[config.mk]
export PLATFORM = sky130hd
export DESIGN_NAME = sweep_timer
export DESIGN_NICKNAME = d
export VERILOG_FILES = /design/src/rtl/sweep_timer_pkg.sv /design/src/rtl/sweep_timer_ch.sv /design/src/rtl/sweep_timer.sv
export SDC_FILE = /design/constraint.sdc
export NUM_CORES = 1
export LEC_CHECK = 0
export CAP_MARGIN = 20
export CORE_UTILIZATION = 30
export CTS_BUF_LIST = sky130_fd_sc_hd__clkbuf_4
export CTS_CLUSTER_SIZE = 30
export DETAILED_ROUTE_END_ITERATION = 12
export PLACE_DENSITY = 0.5
export SETUP_SLACK_MARGIN = 0.05
export SYNTH_ARGS = -nofsm -noshare
export SYNTH_HDL_FRONTEND = slang
export SYNTH_SLANG_ARGS = --single-unit
[constraint.sdc]
create_clock -name clk_i -period 4.2 [get_ports clk_i]
set_clock_uncertainty 0.15 [all_clocks]
set_input_delay 0.84 -clock clk_i [delete_from_list [all_inputs] [get_ports clk_i]]
set_output_delay 0.84 -clock clk_i [all_outputs]
set_load 0.02 [all_outputs]
[src/rtl/sweep_timer_pkg.sv]
// sweep_timer_pkg: shared channel state encoding, mode constants and default width.
package sweep_timer_pkg;
  localparam int DEFAULT_WIDTH = 13;
  localparam logic MODE_ONESHOT = 1'b0;
  localparam logic MODE_RELOAD = 1'b1;
  typedef enum logic [1:0] {
    ST_IDLE = 2'd0,
    ST_RUN  = 2'd1,
    ST_HOLD = 2'd2
  } state_e;
endpackage

[src/rtl/sweep_timer_ch.sv]
// sweep_timer_ch: one level-enabled sweep channel with latched limit/mode, busy flag and done pulse.
module sweep_timer_ch
  import sweep_timer_pkg::*;
#(
  parameter int WIDTH = DEFAULT_WIDTH
) (
  input  logic             clk_i,
  input  logic             rst_ni,
  input  logic             en_i,
  input  logic             mode_i,
  input  logic [WIDTH-1:0] limit_i,
  output logic             busy_o,
  output logic             done_o,
  output logic [WIDTH-1:0] count_o
);
  state_e state_q, state_d;
  logic [WIDTH-1:0] count_q, count_d, lim_q, lim_d;
  logic mode_q, mode_d, busy_q, busy_d, done_q, done_d;
  always_comb begin
    state_d = state_q;
    count_d = count_q;
    lim_d   = lim_q;
    mode_d  = mode_q;
    busy_d  = busy_q;
    done_d  = 1'b0;
    if (!en_i) begin
      state_d = ST_IDLE;
      count_d = '0;
      busy_d  = 1'b0;
    end else begin
      unique case (state_q)
        ST_IDLE: begin
          state_d = ST_RUN;
          count_d = '0;
          busy_d  = 1'b1;
          lim_d   = limit_i;
          mode_d  = mode_i;
        end
        ST_RUN: begin
          // Terminal compare comes before the increment, so an all-ones limit never wraps.
          if (count_q == lim_q) begin
            done_d = 1'b1;
            if (mode_q == MODE_RELOAD) count_d = '0;
            else begin
              state_d = ST_HOLD;
              busy_d  = 1'b0;
            end
          end else count_d = count_q + WIDTH'(1);
        end
        ST_HOLD: busy_d = 1'b0;
        default: begin
          state_d = ST_IDLE;
          count_d = '0;
          busy_d  = 1'b0;
        end
      endcase
    end
  end
  always_ff @(posedge clk_i or negedge rst_ni) begin
    if (!rst_ni) begin
      state_q <= ST_IDLE;
      count_q <= '0;
      lim_q   <= '0;
      mode_q  <= MODE_ONESHOT;
      busy_q  <= 1'b0;
      done_q  <= 1'b0;
    end else begin
      state_q <= state_d;
      count_q <= count_d;
      lim_q   <= lim_d;
      mode_q  <= mode_d;
      busy_q  <= busy_d;
      done_q  <= done_d;
    end
  end
  assign busy_o  = busy_q;
  assign done_o  = done_q;
  assign count_o = count_q;
endmodule

[src/rtl/sweep_timer.sv]
// sweep_timer: CH independent sweep channels sharing one LIMIT input; counts packed per channel.
module sweep_timer
  import sweep_timer_pkg::*;
#(
  parameter int WIDTH = DEFAULT_WIDTH,
  parameter int CH    = 2
) (
  input  logic              clk_i,
  input  logic              rst_ni,
  input  logic [CH-1:0]     en_i,
  input  logic [CH-1:0]     mode_i,
  input  logic [WIDTH-1:0]  limit_i,
  output logic [CH-1:0]     busy_o,
  output logic [CH-1:0]     done_o,
  output logic [CH*WIDTH-1:0] count_o
);
  genvar i;
  for (i = 0; i < CH; i++) begin : g_ch
    sweep_timer_ch #(.WIDTH(WIDTH)) u_ch (
      .clk_i  (clk_i),
      .rst_ni (rst_ni),
      .en_i   (en_i[i]),
      .mode_i (mode_i[i]),
      .limit_i(limit_i),
      .busy_o (busy_o[i]),
      .done_o (done_o[i]),
      .count_o(count_o[i*WIDTH +: WIDTH])
    );
  end
endmodule

== Yosys cells after proc, flatten, opt, wreduce, memory -nomap -nowiden ==
Cells that the tools add are included.
Word-level totals
  register bits: 62
  latch bits: 0
  bits in writable memories: 0
  ROM bits: 0
  bits of input ports: 19
  word-level logic and storage cells: 68
  memories: 0
Cells by class
  $add $sub $neg: 2
  multiply operators: 0
  divide/modulo/power cells: 0
  order comparisons: 0
  equal/unequal tests: 14
  shift-type cells: 0
  muxes and demuxes: 30
  bitwise gates (word level): 0
  reduce and logical (&&, ||, !) cells: 10
Operators with widths (number)
  $mux 13: 6
  $pmux 13 s2: 2
  $add 13x1->13 const B: 2
  $eq 13x13->1: 2
  $mux 1: 12
  $mux 2: 6
  $pmux 2 s3: 2
  $reduce_and 2->1: 6
  $ne 4x3->1 const B: 2
  $ne 3x2->1 const B: 2
  $ne 3x3->1 const B: 2
  $reduce_and 3->1: 2
  $eq 2x1->1 const B: 2
  $eq 2x2->1 const B: 2
  $logic_not 2->1: 2
  $ne 2x2->1 const B: 2
  $pmux 1 s2: 2

== Depth between registers and ports, before layout ==
Gate-level depths: netlist of run 1.
  word-level depth: 4
  depth in mapped cells: 7
  depth with buffers taken out: 6

== Cells and area by module ==
A second synthesis of run 1 with hierarchy kept.
Second synthesis, totals
  cells, all modules: 302
  area total of the unflattened synthesis: 3195.6 um2
By module, submodules not included
  sweep_timer_ch: times used 2, cells each 151, area an instance 1597.8 um2, seq. area each 775.7 um2

== Least setup slack after synthesis of run 1 ==
OpenSTA, ideal clock, no wires.
  kind: in2reg
  start: input en_i[1]
  end: register g_ch[1].u_ch.count_q[8]
  arrival time: 2.045 ns
  required time: 3.924 ns
  path slack: 1.879 ns
  stages on the path: 6
  path through: nor2b_1 -> and2_1 -> clkbuf_1 -> a31o_2 -> buf_4 -> a221o_1
Between the ends
  word-level cells in the longest chain between the ends: 2
Ends and longest elaborated chain
  from (decl): RTL line sweep_timer.sv:10  | input logic [CH-1:0] en_i,
  $ne 4x3->1 (no line) or $ne 2x2->1 (tied branches)
  $reduce_and 2->1 (no line)
  to (signal assigned): RTL line sweep_timer_ch.sv:69  | count_q <= count_d;
  to (decl): RTL line sweep_timer_ch.sv:17  | logic [WIDTH-1:0] count_q, count_d, lim_q, lim_d;
Parallel ways exist; a longest one is shown, timed or not.
A chain may end at the register's enable or synchronous reset.

== Final worst setup path of run 1 ==
  start: register g_ch[1].u_ch.count_q[2]
  end: register g_ch[1].u_ch.count_q[5]
Between the ends
  word-level cells in the longest chain between the ends: 4
Ends and longest elaborated chain
  $add 13x1->13 or $eq 13x13->1 (tied branches): RTL line sweep_timer_ch.sv:48, sweep_timer_ch.sv:41
  $mux 13: RTL line sweep_timer_ch.sv:41  | if (count_q == lim_q) begin
  $pmux 13 s2: RTL line sweep_timer_ch.sv:31  | unique case (state_q)
  $mux 13: RTL line sweep_timer_ch.sv:26  | if (!en_i) begin
Parallel ways exist; a longest one is shown, timed or not.

==> results of run 1 <==
-- worst paths after layout --
check,start,cells past startpoint,to
setup / recovery,g_ch[1].u_ch.count_o[2]$_DFFE_PN0P_,5,g_ch[1].u_ch.count_o[5]$_DFFE_PN0P_
hold / removal,rst_ni,1,g_ch[0].u_ch.count_o[12]$_DFFE_PN0P_
setup reg to reg,g_ch[1].u_ch.count_o[2]$_DFFE_PN0P_,5,g_ch[1].u_ch.count_o[5]$_DFFE_PN0P_
hold reg to reg,g_ch[0].u_ch.lim_q[4]$_DFFE_PN0P_,1,g_ch[0].u_ch.lim_q[4]$_DFFE_PN0P_
max in group asynchronous,rst_ni,2,g_ch[1].u_ch.lim_q[9]$_DFFE_PN0P_
min in group clk_i,g_ch[0].u_ch.lim_q[4]$_DFFE_PN0P_,1,g_ch[0].u_ch.lim_q[4]$_DFFE_PN0P_
-- flip-flops by register name, summed over array words and instances (netlist names) --
signal	cells
g_ch.u_ch.count_o	26
g_ch.u_ch.done_o	2
g_ch.u_ch.lim_q	26
g_ch.u_ch.busy_o	2
g_ch.u_ch.state_q	4
g_ch.u_ch.mode_q	2
-- metrics by stage --
step	hold slack, ns	total power [µW]	cells	util	setup WS, ns
after floorplan	0.3386	788.7	299	-	1.879
after global placement	0.3631	852.5	467	0.3655	1.460
after detailed placement	0.3707	854.9	467	0.3655	1.424
after CTS	0.3927	1322	483	0.3805	1.504
after global routing	0.2068	1372	484	0.3825	1.410
final	0.2128	1307	484	0.3825	1.533
-- power groups by stage --
stage / sequential, µW / combinational [µW] / clock [µW]
3_3_place_gp: 689 / 164 / 0
6_report: 678 / 164 / 466
5_1_grt: 685 / 181 / 506
3_5_place_dp: 691 / 164 / 0
4_1_cts: 679 / 165 / 478
2_1_floorplan: 682 / 107 / 0
-- kinds of logic after synthesis --
logic type | count (synthesis)
and+or+nand+nor | 114
DFF | 62
AOI/OAI and AO/OA | 38
muxes | 33
xor gates and xnor gates | 27
buffers and inverters | 23
adders and majority gates | 2
-- critical path, delay by kind of cell (launching register included) --
kind | cells | cell delay, ns
and+or+nand+nor | 2 | 0.94
AOI/OAI and AO/OA | 1 | 0.23
muxes | 1 | 0.41
DFF | 1 | 0.52
xor gates and xnor gates | 1 | 0.28
-- metal layers --
metal  track usage  part of all wire  vias up
met5             0                 0        -
met2        0.2245              0.44       41
met4       0.06151             0.014        0
li1              -                 -     1177
met3       0.02759             0.034        9
met1        0.2090              0.51     1210
-- area by class of cell --
type                    count  area share
multi-input cells         214      0.3938
repair buffers             53      0.1319
well taps                 136     0.04271
inverters                   3    0.002827
flip-flops and latches     62      0.3894
clock buffers               9     0.01696
clock inverters             7     0.02230
-- cells in the final DEF, fill, tap and decap left out, types with 3 or more instances in the layout --
cell              n
inv_1             3
and2_1           15
and4_1            3
nand3_1          17
xnor2_1          26
nor2b_1           3
buf_4             4
nor4_1            5
a221o_1          17
o21ai_0           6
clkdlybuf4s50_1  47
a31o_2            5
clkbuf_4          9
dfrtp_1          62
a22o_1            3
mux2i_1           3
and3_1            3
nor3_1            6
nand4_1          10
nand2_1          19
mux2_2           30
nor2_1           23
==> impl_metrics.toml, run 1 <==
[status]
status = "finished, final reports clean"

[floorplan]
pin_count = 49
die-area_um2 = 11290
initial_utilization = 0.3132
rows = 37
die_w_um = 106.3
die_span_y_um = 106.3
core_area_um2 = 10420

[cells_and_area]
nNetsFinal = 364
final_layout_size_suffix_gt1_frac = 0.1753
area_growth_syn_to_layout_pct = 22.13
area.sequential_um2 = 1551
final_area_um2 = 3984
diodes = 0
multi_input_area_um2 = 1569
fill_cells = 1054

[synthesis]
most_frequent_cell_after_synthesis = "dfrtp_1"
ys_top_cells_by_count = "dfrtp_1, mux2_2, xnor2_1, nor2_1, nand2_1"
post-synth-top-area-fraction = 0.4756
synthSimpleGateAreaFrac = 0.1906
ys_seq_area_frac = 0.4756
synth_enable_flop_cells = 0
synth_flop_cell = "dfrtp_1"
post_synth_inst_count = 299
synth.net_count = 320
yosys.area_share.xor_xnor = 0.07250
ys_async_sr_fraction = 1.000
syn_area_um2 = 3262
average_footprint_of_a_synthesized_cell_um2 = 10.91
yosys-top-cells-area = "dfrtp_1, mux2_2, xnor2_1, a221o_1, and2_1"
synth_top_family_by_area = "simple AND/OR/NAND/NOR gates"
yosys_warnings = 0
synth_largest_area_cell = "dfrtp_1"
yosysUniqueCellTypes = 36
ys_seq_elements = 62
synth_fa_ha_area_frac = 0.007672
synth_compound_gate_area_share = 0.09743
synthMuxAreaShare = 0.1128

[clock_network]
cts.repair_timing.setup_buffer_count = 0
cts_repair_resize_count = 0
clkLatencyLatePin_ns = 0.40
postCtsHoldBufs = 0
root_buffer = "clkbuf_4"
clkTransAtPathRegs_ns = 0.12
tritoncts = "yes"
clock_sinks = 62
numCtsBuffers = 9
clock_tree.htree_level_count = 3
ctsLongestPathBuffers = 2

[timing]
post_route_clock_period_utilization = 0.6350
timing.final.hold_violations = 0
max_slew_margin = 0.4009
tightest_slew_ns = 0.8920
final.setup.tns_ns = 0
rsz0062_at_grt = "false"
slew_viol_final = 0
maxClockFrequency_ghz = 0.3749
post-route-min-period_ns = 2.667
final-setup-viol-count = 0

[route]
ant_nets = 0
first_pass_iters = 4
route.final.wire_length_um = 7775
routed_via_density = 5.035
routedWlPerCell_um = 16.06
drt-initial-drc-count = 67
drc_errors = 0
vias = 2437

[setup_path]
setup.worst_path.end_class = "flop"
start_kind = "flop"
worst-setup-path-type = "reg -> reg"
timing.reg2reg.setup_slack_ns = 1.53
timing.critical_path.slowest_cell_delay_ns = 0.77
worst_ep_required_time_ns = 4.33
cp_slowest_cell = "nor4_4"
path_cells = "xnor2_1 -> nand4_1 -> nor4_4 -> mux2_2 -> a31o_2"
critPathArrivalTime_ns = 2.80
worst-path-max-fanout = 16

[power]
p_leak_uw = 0.001620
seqPwrFrac = 0.518
clkPwrFrac = 0.356
power_switching_uw = 337.8
max-vdd-ir-drop_mv = 0.1401
p_per_area_nw_per_um2 = 328.1
internal-power_uw = 969.4
switching_portion_of_total_power = 0.2584
power_share_of_the_combinational_group = 0.126

[hold_path]
worst_min_delay_path_category = "in -> async"

[place]
gp_congestion = 0.7433
io_buffer_count = 48
hpwlAfterDp_um = 5642
placed_area_um2 = 3807

[grt]
vias_in_the_first_global_route = 2490
globalRoute.totalOverflow = 0
grt_first_pass_wirelength_um = 12910
antenna_violations_before_repair = 0
grt.total_usage = 0.1490
maximum_number_of_pins_on_one_net_before_global_route_repair = 45

[run]
maxCapViolations = 0
(Power assumes the default switching activity.)
==> inputs of run 2 (changes only) <==
PLACE_DENSITY = 0.52   (was 0.5)
clock period = 2.15 ns   (was 4.2 ns; I/O delays follow)
==> run 2 against run 1 <==
Clock-buffer cell count increased by 1. First-iteration DRC count is 82% higher. Clock power rose by 67%. Sequential power increased by 95%. Register-to-register slack worse by 1.4 ns. Routed wire length grew 2.6%. Die area is the same. Via count increased by 7.9%. Non-clock buffer count rose by 49. Fmax is 33% higher. Flip-flop and latch count unchanged. Final cell count increased by 10%.
==> impl_metrics.toml, run 2 (synthesis gave the netlist of run 1 again) <==
[cells_and_area]
layout.cells.most_common = "dfrtp_1"
area_growth_syn_to_layout_pct = 34.68
fill_cells = 1003
filler_free_cell_count_of_the_finished_design = 533
final_area_um2 = 4393
area.sequential_um2 = 1555
layout.cells.most_common_list = "dfrtp_1, buf_4, mux2_2"
multi_input_area_um2 = 1628
final_layout_size_suffix_gt1_frac = 0.2972
diodes = 0
nNetsFinal = 413

[hold_path]
min_delay_worst_endpoint = "g_ch[0].u_ch.busy_o$_DFFE_PN0P_"
holdCritStartpoint = "g_ch[0].u_ch.busy_o$_DFFE_PN0P_"
min_path_cells = 2
worst_min_delay_path_category = "reg -> reg"

[timing]
final.setup.tns_ns = 0
timing.final.hold_violations = 0
tightest_slew_ns = 0.3746
post_route_clock_period_utilization = 0.9362
max_slew_margin = 0.7470
final-setup-viol-count = 0
slew_viol_final = 0
rsz0062_at_grt = "false"
setup_ws_ns = 0.1373
maxClockFrequency_ghz = 0.4968
post-route-min-period_ns = 2.013

[grt]
groute.layer.met2.usage = 0.2161
antenna_violations_before_repair = 0
globalRouteMet1Util = 0.2153
globalRoute.totalOverflow = 0
grt_first_pass_wirelength_um = 13020
vias_in_the_first_global_route = 2571
grt.total_usage = 0.1500
maximum_number_of_pins_on_one_net_before_global_route_repair = 63
busiest_layer = "met2"
gr-usage-met3 = 0.03188

[route]
drt-initial-drc-count = 122
vias = 2630
routedWlPerCell_um = 14.96
routed_via_density = 4.934
drc_errors = 0
first_pass_iters = 4
route.final.wire_length_um = 7976
ant_nets = 0

[setup_path]
critical_path.reg2reg.endpoint = "g_ch[0].u_ch.count_o[9]$_DFFE_PN0P_"
timing.rr.start = "g_ch[0].u_ch.count_o[12]$_DFFE_PN0P_"
worst-path-max-fanout = 8
timing.reg2reg.setup_slack_ns = 0.14
r2r_cells = 8
critPathArrivalTime_ns = 2.15
worst-setup-path-type = "reg -> reg"
setup.worst_path.end_class = "flop"
worst_ep_required_time_ns = 2.29
start_kind = "flop"

[power]
p_leak_uw = 0.002040
internal-power_uw = 1812
seqPwrFrac = 0.537
power_switching_uw = 647.5
clkPwrFrac = 0.316
switching_portion_of_total_power = 0.2633
p_per_area_nw_per_um2 = 559.8
power_share_of_the_combinational_group = 0.146
max-vdd-ir-drop_mv = 0.2296

[floorplan]
die-area_um2 = 11290
core_area_um2 = 10420
rows = 37
die_w_um = 106.3
die_span_y_um = 106.3
initial_utilization = 0.3132
pin_count = 49

[clock_network]
tritoncts = "yes"
numCtsBuffers = 9
root_buffer = "clkbuf_4"
clock_sinks = 62
clkTransAtPathRegs_ns = 0.10
clock_tree.htree_level_count = 3
clkLatencyLatePin_ns = 0.41
ctsLongestPathBuffers = 2

[place]
hpwlAfterDp_um = 5719
io_buffer_count = 48
place_ws_ns = -0.02082
gp_congestion = 0.8225
placed_area_um2 = 4130
post-place-cells = 506

[run]
maxCapViolations = 0

[status]
status = "finished, final reports clean"
run 2: critical path: stages, from the launching register on:
cell and delay, ns:
dfrtp_1 0.46, xnor2_1 0.15, nand4_1 0.14, nor4_4 0.07, buf_6 0.13, buf_12 0.13
a21o_1 0.16, buf_4 0.17, a221o_1 0.35
run 2: power groups by stage:
stage | Clock [µW] | Combinational, µW | Sequential, µW
floorplan | 0 | 209 | 1330
CTS | 806 | 350 | 1320
detailed placement | 0 | 348 | 1340
global placement | 0 | 347 | 1340
global route | 859 | 396 | 1340
finish | 778 | 360 | 1320
run 2: metal layers:
layer	wire length, µm	vias to the layer above
li1	-	1271
met1	4000	1282
met2	3449	66
met3	390	11
met4	136	0
met5	0	-
run 2: worst max path at each step:
stage | end | start | slack [ns] | cells past startpoint
2_1_floorplan | g_ch[0].u_ch.count_o[11]$_DFFE_PN0P_ | g_ch[0].u_ch.count_o[6]$_DFFE_PN0P_ | 0.05 | 7
3_3_place_gp | g_ch[1].u_ch.count_o[8]$_DFFE_PN0P_ | en_i[1] | 0.003 | 5
3_5_place_dp | g_ch[1].u_ch.count_o[7]$_DFFE_PN0P_ | en_i[1] | -0.02 | 5
4_1_cts | g_ch[0].u_ch.count_o[9]$_DFFE_PN0P_ | g_ch[0].u_ch.count_o[11]$_DFFE_PN0P_ | 0.08 | 7
5_1_grt | g_ch[0].u_ch.count_o[6]$_DFFE_PN0P_ | g_ch[0].u_ch.count_o[8]$_DFFE_PN0P_ | 0.03 | 8
6_report | g_ch[0].u_ch.count_o[9]$_DFFE_PN0P_ | g_ch[0].u_ch.count_o[12]$_DFFE_PN0P_ | 0.14 | 8
run 2: cell type report:
type	instances	share of cell area
inverters	3	0.002563
multi-input cells	214	0.3705
well taps	136	0.03874
flip-flops and latches	62	0.3540
repair buffers	102	0.2051
clock inverters	6	0.01196
clock buffers	10	0.01709
run 2: timing repair:
item,4_1_cts,5_1_grt
hold buffers,1,0
pin swaps,0,9
buffers inserted,0,9
endpoints found under the hold margin,62,0
cloned,0,1
setup endpoints to repair,26,27
gates resized for setup,26,12
run 2: stage by stage:
step	hold WS, ns	total power, µW	utilization
after CTS	0.3890	2474	0.4066
after detailed placement	0.3196	1691	0.3965
after global placement	0.3205	1687	0.3965
final	0.3784	2459	0.4217
after global routing	0.4078	2591	0.4217
after floorplan	-0.01559	1541	-
==> inputs of run 3 (changes only) <==
CTS_BUF_LIST = sky130_fd_sc_hd__clkbuf_2 sky130_fd_sc_hd__clkbuf_4 sky130_fd_sc_hd__clkbuf_8   (was sky130_fd_sc_hd__clkbuf_4)
SYNTH_HIERARCHICAL = 1   (was default)
==> run 3 against run 2 <==
Hold slack got worse by 0.032 ns. Clock power increased by 34%. Sequential share of layout area increased by 0.77 points. Largest cell class is now sequential cells. Largest power group unchanged. Highest routed layer unchanged.
==> impl_metrics.toml, run 3 <==
[status]
status = "finished, final reports clean"

[route]
vias = 2534
routed_via_density = 4.845
drt-initial-drc-count = 125
ant_nets = 0
drc_errors = 0
first_pass_iters = 4
routedWlPerCell_um = 15.05
route.final.wire_length_um = 7872

[power]
max-vdd-ir-drop_mv = 0.3469
clkPwrFrac = 0.390
internal-power_uw = 1989
power_switching_uw = 664.8
p_total_uw = 2653
switching_portion_of_total_power = 0.2505
seqPwrFrac = 0.498
power_share_of_the_combinational_group = 0.112
p_leak_uw = 0.002068
p_per_area_nw_per_um2 = 618.1

[synthesis]
synth_flop_cell = "dfrtp_1"
ys_async_sr_fraction = 1.000
syn_area_um2 = 3196
synth_largest_area_cell = "dfrtp_1"
yosys_warnings = 6
average_footprint_of_a_synthesized_cell_um2 = 10.58
synth_enable_flop_cells = 0
ys_top_cells_by_count = "dfrtp_1, mux2_2, inv_1, xor2_1"
most_frequent_cell_after_synthesis = "dfrtp_1"
yosys-top-cells-area = "dfrtp_1, mux2_2, xor2_1, inv_1, o211ai_1"
post-synth-top-area-fraction = 0.4855
ys_seq_area_frac = 0.4855
synth.net_count = 323
post_synth_inst_count = 302
ys_seq_elements = 62
yosysUniqueCellTypes = 34

[floorplan]
core_area_um2 = 10320
die-area_um2 = 11070
die_span_y_um = 105.2
die_w_um = 105.2
rows = 37
pin_count = 49
initial_utilization = 0.3095

[hold_path]
min_delay_worst_endpoint = "g_ch[0].u_ch/busy_o$_DFFE_PN0P_"
holdCritStartpoint = "g_ch[0].u_ch/state_q[0]$_DFFE_PN0P_"
min_path_cells = 1
worst_min_delay_path_category = "reg -> reg"

[place]
placed_area_um2 = 4044
place_ws_ns = -0.01880
gp_congestion = 0.7835
post-place-cells = 507
hpwlAfterDp_um = 5596
io_buffer_count = 48

[clock_network]
clock_sinks = 62
numCtsBuffers = 9
ctsLongestPathBuffers = 2
clock_tree.htree_level_count = 3
clkTransAtPathRegs_ns = 0.08
root_buffer = "clkbuf_8"
clkLatencyLatePin_ns = 0.35
tritoncts = "yes"
cts.repair_timing.setup_buffer_count = 0

[grt]
globalRoute.totalOverflow = 0
antenna_violations_before_repair = 0
vias_in_the_first_global_route = 2564
maximum_number_of_pins_on_one_net_before_global_route_repair = 50
grt.total_usage = 0.1522
grt_first_pass_wirelength_um = 12940

[setup_path]
critPathArrivalTime_ns = 1.46
r2r_cells = 6
timing.rr.start = "g_ch[0].u_ch/count_o[1]$_DFFE_PN0P_"
worst_ep_required_time_ns = 1.57
critical_path.reg2reg.endpoint = "g_ch[0].u_ch/count_o[4]$_DFFE_PN0P_"
setup.worst_path.end_class = "primary output"
start_kind = "flop"
worst-setup-path-type = "reg -> out"
worst-path-max-fanout = 3
timing.reg2reg.setup_slack_ns = 0.12

[timing]
max_slew_margin = 0.7480
rsz0062_at_grt = "true"
final.setup.tns_ns = 0
final-setup-viol-count = 0
tightest_slew_ns = 0.3780
timing.final.hold_violations = 0
post_route_clock_period_utilization = 0.9511
post-route-min-period_ns = 2.045
slew_viol_final = 0
maxClockFrequency_ghz = 0.4890
setup_ws_ns = 0.1050

[cells_and_area]
area_growth_syn_to_layout_pct = 34.34
layout.cells.most_common = "dfrtp_1"
filler_free_cell_count_of_the_finished_design = 523
diodes = 0
layout.cells.most_common_list = "dfrtp_1, clkdlybuf4s50_1, mux2_2, buf_4"
nNetsFinal = 404
final_area_um2 = 4293
final_layout_size_suffix_gt1_frac = 0.2351

[run]
maxCapViolations = 0
## run 3: changes by cell type after synthesis, moves of 5 or more
cell / delta
a31o_2: -5
and2_1: -13
o21ai_1: +12
o221ai_2: +6
a221o_1: -17
o211ai_1: +12
nand4_1: -6
buf_4: -7
xnor2_1: -26
xor2_1: +25
inv_1: +23
buf_2: -5
## run 3: cells by family after synthesis
| kind of cell | count (synthesis) | share of synthesized area |
|---|---|---|
| AOI/OAI and AO/OA | 54 | 0.1276 |
| xor gates and xnor gates | 26 | 0.07126 |
| adders and majority gates | 2 | 0.007830 |
| buffers and inverters | 36 | 0.05168 |
| DFF | 62 | 0.4855 |
| muxes | 30 | 0.1049 |
| and+or+nand+nor | 92 | 0.1511 |
## run 3: worst max path at each step
stage | end | startpoint | slack, ns | cells past startpoint
after floorplan | g_ch[0].u_ch/count_o[12]$_DFFE_PN0P_ | g_ch[0].u_ch/count_o[8]$_DFFE_PN0P_ | 0.09 | 7
after global placement | g_ch[0].u_ch/count_o[4]$_DFFE_PN0P_ | en_i[0] | 0.01 | 6
after detailed placement | g_ch[0].u_ch/count_o[4]$_DFFE_PN0P_ | en_i[0] | -0.02 | 6
after CTS | count_o[18] | g_ch[1].u_ch/count_o[5]$_DFFE_PN0P_ | 0.05 | 2
after global routing | g_ch[0].u_ch/count_o[4]$_DFFE_PN0P_ | g_ch[0].u_ch/lim_q[8]$_DFFE_PN0P_ | 0.005 | 6
final | count_o[23] | g_ch[1].u_ch/count_o[10]$_DFFE_PN0P_ | 0.11 | 2
## run 3: through the flow
stage / util / hold slack [ns]
after floorplan: - / -0.01559
after detailed placement: 0.3917 / 0.2247
after global placement: 0.3917 / 0.2216
after global routing: 0.4158 / 0.3741
final: 0.4158 / 0.3463
after CTS: 0.4113 / 0.3402
## run 3: final cells by class
type | count | area, µm²
fillers | 1009 | 6031
flip-flops and latches | 62 | 1553
multi-input cells | 204 | 1490
repair buffers | 80 | 789.5
well taps | 136 | 170.2
clock buffers | 11 | 145.1
inverters | 26 | 97.59
clock inverters | 4 | 47.55
## run 3: layer usage
metal / global-route usage / vias to the layer above / part of all wire
li1: - / 1242 / -
met1: 0.2097 / 1240 / 0.50
met2: 0.2256 / 43 / 0.45
met3: 0.03493 / 9 / 0.030
met4: 0.06942 / 0 / 0.016
met5: 0 / - / 0
## run 3: critical path, cell delays in order (launching register included)
cell             delay, ns
dfrtp_1               0.39
buf_4                 0.14
clkdlybuf4s50_1       0.59
## run 3: power groups by stage
stage | logic (µW) | clock network [µW] | registers [µW]
after global routing | 330 | 1130 | 1330
after global placement | 293 | 0 | 1340
final | 297 | 1040 | 1320
after CTS | 301 | 1060 | 1320
after floorplan | 171 | 0 | 1330
after detailed placement | 297 | 0 | 1350
## run 3: timing repair
action | CTS | global route
gates resized for setup | 5 | 17
hold buffers | 1 | 0
setup endpoints to repair | 6 | 23
endpoints found under the hold margin | 13 | 0
